==> src/rtl/ifra_slv_buf.sv <==
// ifra_slv_buf: ifra slave front end with a show-ahead receive FIFO.
//
// Words arrive from an ifra master over req/ack. Each transfer waits ack_dly
// extra cycles (sampled when the transfer starts) before a one-cycle ack pulse.
// The word is pushed into a DEPTH-entry FIFO on the ack cycle. The FIFO drains
// through a valid/ready stream port. While the FIFO is full, no new transfer
// starts, so ack is withheld as backpressure.
//
// Ports:
//   clk, rst_n        clock; synchronous active-low reset
//   req, din          master request and write data (din valid while req=1)
//   ack               registered one-cycle accept pulse
//   ack_dly           extra wait cycles before ack, latched at transfer start
//   m_valid, m_data   FIFO head (show-ahead); m_data reads 0 while empty
//   m_ready           downstream pop strobe (ignored while empty)
//   count, full, empty  registered FIFO occupancy flags
//
// Optional build macro IFRA_SLV_BUF_STATS_EN adds two ports:
//   rcv_cnt           wrapping count of accepted words
//   busy_cyc          saturating count of IDLE cycles with req=1 and full=1
module ifra_slv_buf #(
  parameter int DW    = 8,
  parameter int DEPTH = 16,
  parameter int DLY_W = 4
) (
  input  logic                       clk,
  input  logic                       rst_n,
  input  logic                       req,
  input  logic [DW-1:0]              din,
  output logic                       ack,
  input  logic [DLY_W-1:0]           ack_dly,
  output logic                       m_valid,
  output logic [DW-1:0]              m_data,
  input  logic                       m_ready,
  output logic [$clog2(DEPTH+1)-1:0] count,
  output logic                       full,
  output logic                       empty
`ifdef IFRA_SLV_BUF_STATS_EN
  ,
  output logic [31:0]                rcv_cnt,
  output logic [31:0]                busy_cyc
`endif
);

  localparam int AW = $clog2(DEPTH);
  localparam int CW = $clog2(DEPTH+1);

  typedef enum logic [1:0] {IDLE, WAIT, ACK} state_t;

  state_t           state;
  logic [DLY_W-1:0] dcnt;

  // Handshake FSM. ack is registered and is high exactly while in ACK.
  always_ff @(posedge clk) begin
    if (!rst_n) begin
      state <= IDLE;
      dcnt  <= '0;
      ack   <= 1'b0;
    end else begin
      ack <= 1'b0;
      case (state)
        IDLE: begin
          // Only one transfer is in flight, so a free slot here is still
          // free when the push happens.
          if (req && !full) begin
            if (ack_dly == '0) begin
              state <= ACK;
              ack   <= 1'b1;
            end else begin
              dcnt  <= ack_dly;
              state <= WAIT;
            end
          end
        end
        WAIT: begin
          // A dropped req abandons the transfer, even on the last wait cycle.
          if (!req) begin
            state <= IDLE;
            dcnt  <= '0;
          end else if (dcnt == DLY_W'(1)) begin
            state <= ACK;
            ack   <= 1'b1;
            dcnt  <= '0;
          end else begin
            dcnt <= dcnt - DLY_W'(1);
          end
        end
        ACK:     state <= IDLE;
        default: state <= IDLE;
      endcase
    end
  end

  // FIFO
  logic [DW-1:0] mem [DEPTH];
  logic [AW-1:0] wr_ptr, rd_ptr;
  logic          push, pop;
  logic [CW-1:0] cnt_nxt;

  assign push    = ack;
  assign m_valid = !empty;
  assign pop     = m_valid && m_ready;
  assign m_data  = empty ? '0 : mem[rd_ptr];

  always_comb begin
    cnt_nxt = count + CW'(push) - CW'(pop);
  end

  // Storage has no reset; empty gates m_data, so stale entries are never seen.
  always_ff @(posedge clk) begin
    if (rst_n && push) mem[wr_ptr] <= din;
  end

  // DEPTH is a power of two, so the pointers wrap by natural overflow.
  always_ff @(posedge clk) begin
    if (!rst_n) begin
      wr_ptr <= '0;
      rd_ptr <= '0;
      count  <= '0;
      full   <= 1'b0;
      empty  <= 1'b1;
    end else begin
      if (push) wr_ptr <= wr_ptr + AW'(1);
      if (pop)  rd_ptr <= rd_ptr + AW'(1);
      count <= cnt_nxt;
      full  <= (cnt_nxt == CW'(DEPTH));
      empty <= (cnt_nxt == '0);
    end
  end

`ifdef IFRA_SLV_BUF_STATS_EN
  always_ff @(posedge clk) begin
    if (!rst_n) begin
      rcv_cnt  <= '0;
      busy_cyc <= '0;
    end else begin
      if (state == ACK) rcv_cnt <= rcv_cnt + 32'd1;
      if (state == IDLE && req && full && busy_cyc != '1)
        busy_cyc <= busy_cyc + 32'd1;
    end
  end
`endif

endmodule

==> config.mk <==
export PLATFORM = sky130hd
export DESIGN_NAME = ifra_slv_buf
export DESIGN_NICKNAME = d
export VERILOG_FILES = /design/src/rtl/ifra_slv_buf.sv
export SDC_FILE = /design/constraint.sdc
export NUM_CORES = 1
export LEC_CHECK = 0
export CORE_MARGIN = 2
export CORE_UTILIZATION = 40
export DETAILED_ROUTE_END_ITERATION = 12
export PLACE_DENSITY_LB_ADDON = 0.15
export SLEW_MARGIN = 30
export SYNTH_ARGS = -nofsm -noshare
export SYNTH_HDL_FRONTEND = slang
export SYNTH_SLANG_ARGS = --single-unit
==> constraint.sdc <==
create_clock -name clk -period 2.51 [get_ports clk]
set_clock_uncertainty 0.05 [all_clocks]
set_input_delay 0.6275 -clock clk [delete_from_list [all_inputs] [get_ports clk]]
set_output_delay 0.6275 -clock clk [all_outputs]
set_load 0.02 [all_outputs]
==> run metrics, run 1 <==
Clock Pin Slew Worst Setup and Hold Paths=60 ps; core area=about 16000 um2; Final Cell Area=approximately 8100 um2; Synth Instances=396; IO Pins=33; Power per Cell Area=877.0 nW/um2; antenna-violating nets left=0; slowest CP cell=mux4_2; crit-path max cell delay=approximately 530 ps; largest net degree at the start of global routing=17; first-pass GRT wire length=between 20000 and 25000 um; worst-skew pair later-pin latency=between 400 and 500 ps; sequential area share after synthesis=0.6881; post-synthesis compound-gate area fraction=0.04833; Sw Share=0.2552; fin worst setup slack=-179.8 ps; mux cell area share after synthesis=0.1124; Period minus WS final=2690 ps; initial antenna violation count=0; #FFs+latches synth=~150; met3 usage=0.04674; cell family with most CP delay=multiplexers; post-detail-place hpwl=roughly 9100 um; H-tree depth=4; Worst slew margin=0.5842; syn avg cell area=around 16 um2; wire per inst=around 19 um; RR Startpoint=empty; outcome=complete, but fails checks; diode count=0; Leak=2.778 nW; final hold violation count=0; DR vias/cell=around 5; total wire length=between 10000 and 15000 um; GRT Util Overall=0.1733; Area after DPL=7282 um2; mapped cell area=around 6300 um2; busiest grt layer=met2; Max Freq=~370 MHz; vias in the first global route=about 3700; largest family of logic cells by synthesized area=multiplexers; part of the power in registers=0.411; Die X-Extent=129.9 um; synth unique cells=42; Vias=3584; WS Path Type=reg2out; combinational share of power=0.221; Worst EP required=between 1500 and 2000 ps; Ys Warns=0; Hold Crit Class=reg2reg; Syn-to-layout area delta=27.95%; layout cells sized above 1=0.2645; post-route DRC violation count=0; total of max-cap violations=0; clock network power share=0.367; Final setup viols=8; critical path arrival=about 2000 ps; peak supply drop=around 750 uV; Synth Area in Adders=0.02486; fin nets=between 500 and 600; Worst Setup Start Kind=flip-flop; gp weighted congestion=approximately 0.76; CTS Root Cell=clkbuf_16; CTS Hold Bufs=0; Final Util=0.5165; clock buffer depth=2; met1 Use GR=0.2328; total congestion overflow=0; Die ar.=~17000 um2; Initial DRC Count=roughly 350; Switch Pwr=about 1.8 mW; worst path cell trace=buf_12 > mux4_2 > a32oi_1 > o211ai_1 > buf_4; cts bufs inserted=17; Chip Height=between 100 and 150 um; Post-Synth XOR/XNOR Area=0.01519; clock sinks=~150; violated checks=setup timing; unrepaired setup endpoints after global routing=yes; GRT met2 Usage=0.2821; Final Slew Violations=0; fin crit share=1.072; CTS tree=done; Internal=between 5 and 6 mW; worst path buffer plus inverter count=2; initial core utilization=0.4036; Row Count=46; endpoint class of the critical path=output pin; net count after synthesis=roughly 420; Worst Max-Slew Pin Slew=between 600 and 700 ps; First-pass DRT Iterations=5; count of input and output buffers=32; crit-path max FO=8; hold_sp=rd_ptr[3]; post-synthesis simple-gate area fraction=0.08739
==> tightest hold or removal path, delay by kind of cell, from the launching register on <==
kind,cells,cell delay (ps)
xor gates and xnor gates,1,80
DFF,1,330
and+or+nand+nor,1,80
==> routing by layer <==
| metal | vias up | part of all wire |
|---|---|---|
| li1 | 1703 | - |
| met1 | 1809 | 0.47 |
| met2 | 65 | 0.49 |
| met3 | 7 | 0.032 |
| met4 | 0 | 0.0070 |
| met5 | - | 0 |
==> cells in the mapped netlist, drive strengths merged <==
| cell type | n | area [um2] |
|---|---|---|
| inv | 13 | 48.79 |
| fa | 1 | 20.02 |
| o31ai | 1 | 7.510 |
| nor2b | 6 | 37.54 |
| a2111oi | 1 | 15.01 |
| ha | 11 | 137.6 |
| nor2 | 21 | 78.83 |
| or3 | 2 | 17.52 |
| clkinv | 1 | 3.750 |
| o21ai | 2 | 10.01 |
| nand2 | 27 | 101.4 |
| and2 | 20 | 125.1 |
| o21a | 3 | 22.52 |
| a22oi | 3 | 22.52 |
| edfxtp | 128 | 3844 |
| nand2b | 5 | 31.28 |
| a2bb2oi | 2 | 17.52 |
| nor4 | 3 | 25.02 |
| clkbuf | 10 | 37.54 |
| nor3 | 6 | 30.03 |
| a21o | 1 | 7.510 |
| mux2i | 24 | 240.2 |
| nand4 | 8 | 50.05 |
| mux4 | 21 | 473.0 |
| o2111ai | 3 | 26.28 |
| o41ai | 2 | 36.29 |
| dfxtp | 26 | 520.5 |
| buf | 6 | 60.05 |
| nand3 | 8 | 40.04 |
| a32oi | 5 | 43.79 |
| a21boi | 2 | 15.01 |
| a21oi | 3 | 15.01 |
| or3b | 2 | 17.52 |
| xor2 | 5 | 43.79 |
| o311a | 3 | 30.03 |
| o211ai | 5 | 37.54 |
| xnor2 | 6 | 52.55 |
==> what timing repair did <==
action                                  CTS  global route
endpoints found under the setup margin    9            10
pin swaps                                 3            13
gates cloned                              1             1
resized for setup                        46             9
setup buffers                             8             6
hold endpoints to repair                  0             0
==> worst paths after layout <==
check	end	slack, ps	cells after the start
min	rd_ptr[3]	470	2
max reg2reg	empty	150	8
min reg2reg	rd_ptr[3]	470	2
max	m_data[6]	-180	5
==> through the flow <==
stage          setup WS, ps  TNS (ps)  power [mW]  instances  hold slack (ps)
2_1_floorplan        -49.50    -59.07       3.872        396            422.5
3_3_place_gp         -430.5     -2452       4.323        668            434.7
3_5_place_dp         -539.9     -2671       4.339        668            456.0
4_1_cts              -203.8     -1377       7.082        709            476.5
5_1_grt              -272.1     -1951       7.423        715            526.1
6_report             -179.8     -1166       7.117        715            471.1
==> final cells by class <==
type	instances	area (um2)
Sequential cell	154	4368
Multi-Input combinational cell	212	1896
Clock inverter	14	178.9
Timing Repair Buffer	87	920.9
Inverter	14	52.55
Tap cell	216	270.3
Clock buffer	18	429.2
Fill cell	1298	7597
==> power by group through the flow <==
stage               logic [mW]  clock network [mW]  registers [mW]
finish                    1.58                2.61            2.93
global route              1.70                2.79            2.94
CTS                       1.48                2.67            2.93
global placement          1.35                   0            2.97
floorplan                0.872                   0            3.00
detailed placement        1.37                   0            2.97
==> placed cells by master (no fill, tap or decap), types with 4 or more instances in the layout <==
| master | instances |
|---|---|
| clkinvlp_4 | 4 |
| buf_2 | 4 |
| nand3_1 | 8 |
| nor2b_1 | 5 |
| clkbuf_16 | 18 |
| buf_4 | 40 |
| buf_6 | 4 |
| buf_12 | 13 |
| nand4_1 | 8 |
| ha_1 | 10 |
| nand2b_1 | 5 |
| clkinv_2 | 5 |
| bufinv_16 | 4 |
| edfxtp_1 | 128 |
| nor2_1 | 20 |
| a32oi_1 | 5 |
| xor2_1 | 5 |
| dfxtp_1 | 25 |
| xnor2_1 | 6 |
| clkdlybuf4s50_1 | 23 |
| and2_1 | 20 |
| nor3_1 | 6 |
| mux2i_1 | 22 |
| inv_1 | 12 |
| nand2_1 | 27 |
| mux4_2 | 21 |
| o211ai_1 | 5 |
==> registers in the layout, summed over array words and instances (netlist names), named ones only <==
signal / count
mem: 128
count: 5
dcnt: 4
rd_ptr: 4
wr_ptr: 4
state: 2
ack: 1
empty: 1
full: 1
==> cells by family after synthesis <==
kind of cell             count (synthesis)
flip-flops                             154
AND/OR/NAND/NOR                        108
multiplexers                            45
AO/OA/AOI/OAI                           36
buffers and inverters                   30
adder cells (fa/ha/maj)                 12
XOR/XNOR                                11
Power figures use the tool's default switching activity.
==> inputs of run 2 (changes only) <==
CORE_UTILIZATION = 45   (was 40)
==> run metrics, run 2 (synthesis gave the netlist of run 1 again) <==
First-pass DRT Iterations=4; worst path buffer plus inverter count=2; peak supply drop=roughly 670 uV; most common cell after layout, fill and taps aside=edfxtp_1; Final Cell Area=approximately 7900 um2; Final Slew Violations=0; first-pass GRT wire length=approximately 21000 um; Switch Pwr=1.802 mW; slowest CP cell=mux4_2; Sw Share=0.2618; Final setup viols=8; initial core utilization=0.4587; GRT Util Overall=0.1916; WS Path Type=reg2out; dpl cells=between 600 and 700; Internal=roughly 5.1 mW; diode count=0; register-to-register setup slack=between 100 and 150 ps; most frequent cells in the layout=edfxtp_1 (128), buf_4 (56), nand2_1 (27); total of max-cap violations=0; fin nets=520; CTS tree=done; unrepaired setup endpoints after global routing=yes; total congestion overflow=0; endpoint class of the critical path=output pin; antenna-violating nets left=0; Power per Cell Area=just under 900 nW/um2; largest net degree at the start of global routing=17; Clock Pin Slew Worst Setup and Hold Paths=60 ps; outcome=complete, but fails checks; post-route DRC violation count=0; Leak=2.741 nW; worst-skew pair later-pin latency=420 ps; DR vias/cell=around 5.3; Initial DRC Count=approximately 240; vias in the first global route=roughly 3800; Worst Setup Start Kind=flip-flop; wire per inst=~19 um; Period minus WS final=2725 ps; fin worst setup slack=-214.9 ps; pre-CTS setup slack=-494.8 ps; core area=13830 um2; Die ar.=15060 um2; Biggest register=mem; fin crit share=1.086; Worst slew margin=0.5779; clock buffer depth=2; CTS Hold Bufs=0; Hold Crit Class=reg2reg; count of input and output buffers=32; clock sinks=between 150 and 200; combinational share of power=0.218; gp weighted congestion=around 0.82; crit-path max FO=10; total wire length=13130 um; IO Pins=33; critical path arrival=slightly above 2000 ps; part of the power in registers=0.426; post-detail-place hpwl=between 9000 and 10000 um; layout cells sized above 1=0.2713; Row Count=43; max reg flops=128; Worst EP required=1830 ps; Die X-Extent=approximately 120 um; worst path cell trace=buf_12 > mux4_2 > a32oi_2 > o211ai_1 > buf_4; biggest regs=mem (128), count (5); cts bufs inserted=17; Worst Max-Slew Pin Slew=631.2 ps; Max Freq=roughly 370 MHz; H-tree depth=4; final hold violation count=0; Hold WS=463.9 ps; Vias=around 3600; crit-path max cell delay=between 500 and 600 ps; clock network power share=0.356; Layout Cells excl Fill=685; Syn-to-layout area delta=24.92%; initial antenna violation count=0; violated checks=setup timing; CTS Root Cell=clkbuf_16; cell family with most CP delay=multiplexers; Chip Height=about 120 um; Area after DPL=7249 um2
run 2: changes by cell type in the layout (fill, tap and decap cells not counted), sizes merged:
cell	before	now
clkdlybuf4s15	0	2
clkinvlp	4	5
clkinv	7	6
buf	62	67
bufinv	4	2
clkbuf	19	20
run 2: layout make-up:
cell class / count / area [um2]
Inverter: 14 / 52.55
Clock buffer: 20 / 446.7
Fill cell: 1109 / 5904
Multi-Input combinational cell: 212 / 1886
Sequential cell: 154 / 4370
Tap cell: 180 / 225.2
Clock inverter: 12 / 125.1
Timing Repair Buffer: 93 / 817.0
run 2: worst register-to-register path, cell delays in order, from the launching register on:
cell and delay [ps]:
dfxtp_2 340, buf_4 150, nor2b_4 110, xor2_1 160, ha_2 200, inv_2 40, fa_2 540, or3b_4 400
a2111oi_4 310
run 2: power by group through the flow:
stage          sequential, mW  combinational (mW)  clock [mW]
2_1_floorplan            3.00               0.872           0
3_3_place_gp             2.98                1.39           0
3_5_place_dp             2.98                1.42           0
4_1_cts                  2.93                1.44        2.50
5_1_grt                  2.94                1.64        2.61
6_report                 2.93                1.50        2.45
run 2: layer usage:
metal | vias to the layer above | track usage | wire length, um | share of wire
met4 | 0 | 0.07543 | 233 | 0.018
met5 | - | 0 | 0 | 0
met3 | 20 | 0.04740 | 446 | 0.034
met1 | 1840 | 0.2537 | 5979 | 0.46
li1 | 1704 | - | - | -
met2 | 69 | 0.3049 | 6470 | 0.49
run 2: repair_timing:
action                     4_1_cts  5_1_grt
buffers inserted                 0        6
gates resized for setup         40       10
setup endpoints to repair       10       10
pin swaps                        0        4
run 2: path summary, 6_finish.rpt:
| kind | from | endpoint | cells after the start |
|---|---|---|---|
| min | rd_ptr[3] | rd_ptr[3] | 2 |
| max | flip-flop | m_data[2] | 5 |
| min reg2reg | rd_ptr[3] | rd_ptr[3] | 2 |
| max reg2reg | empty | full | 8 |
run 2: through the flow:
step | TNS, ps | total power [mW] | utilization
after floorplan | -59.07 | 3.872 | -
after global placement | -2771 | 4.370 | 0.5243
after detailed placement | -3113 | 4.397 | 0.5243
after CTS | -1656 | 6.865 | 0.5673
after global routing | -1981 | 7.185 | 0.5730
final | -1333 | 6.885 | 0.5730
==> inputs of run 3 (changes only) <==
CTS_CLUSTER_DIAMETER = 100   (was not set)
==> results of run 3 <==
Same layout as run 2: the final DEF is identical, and so are final timing and power.
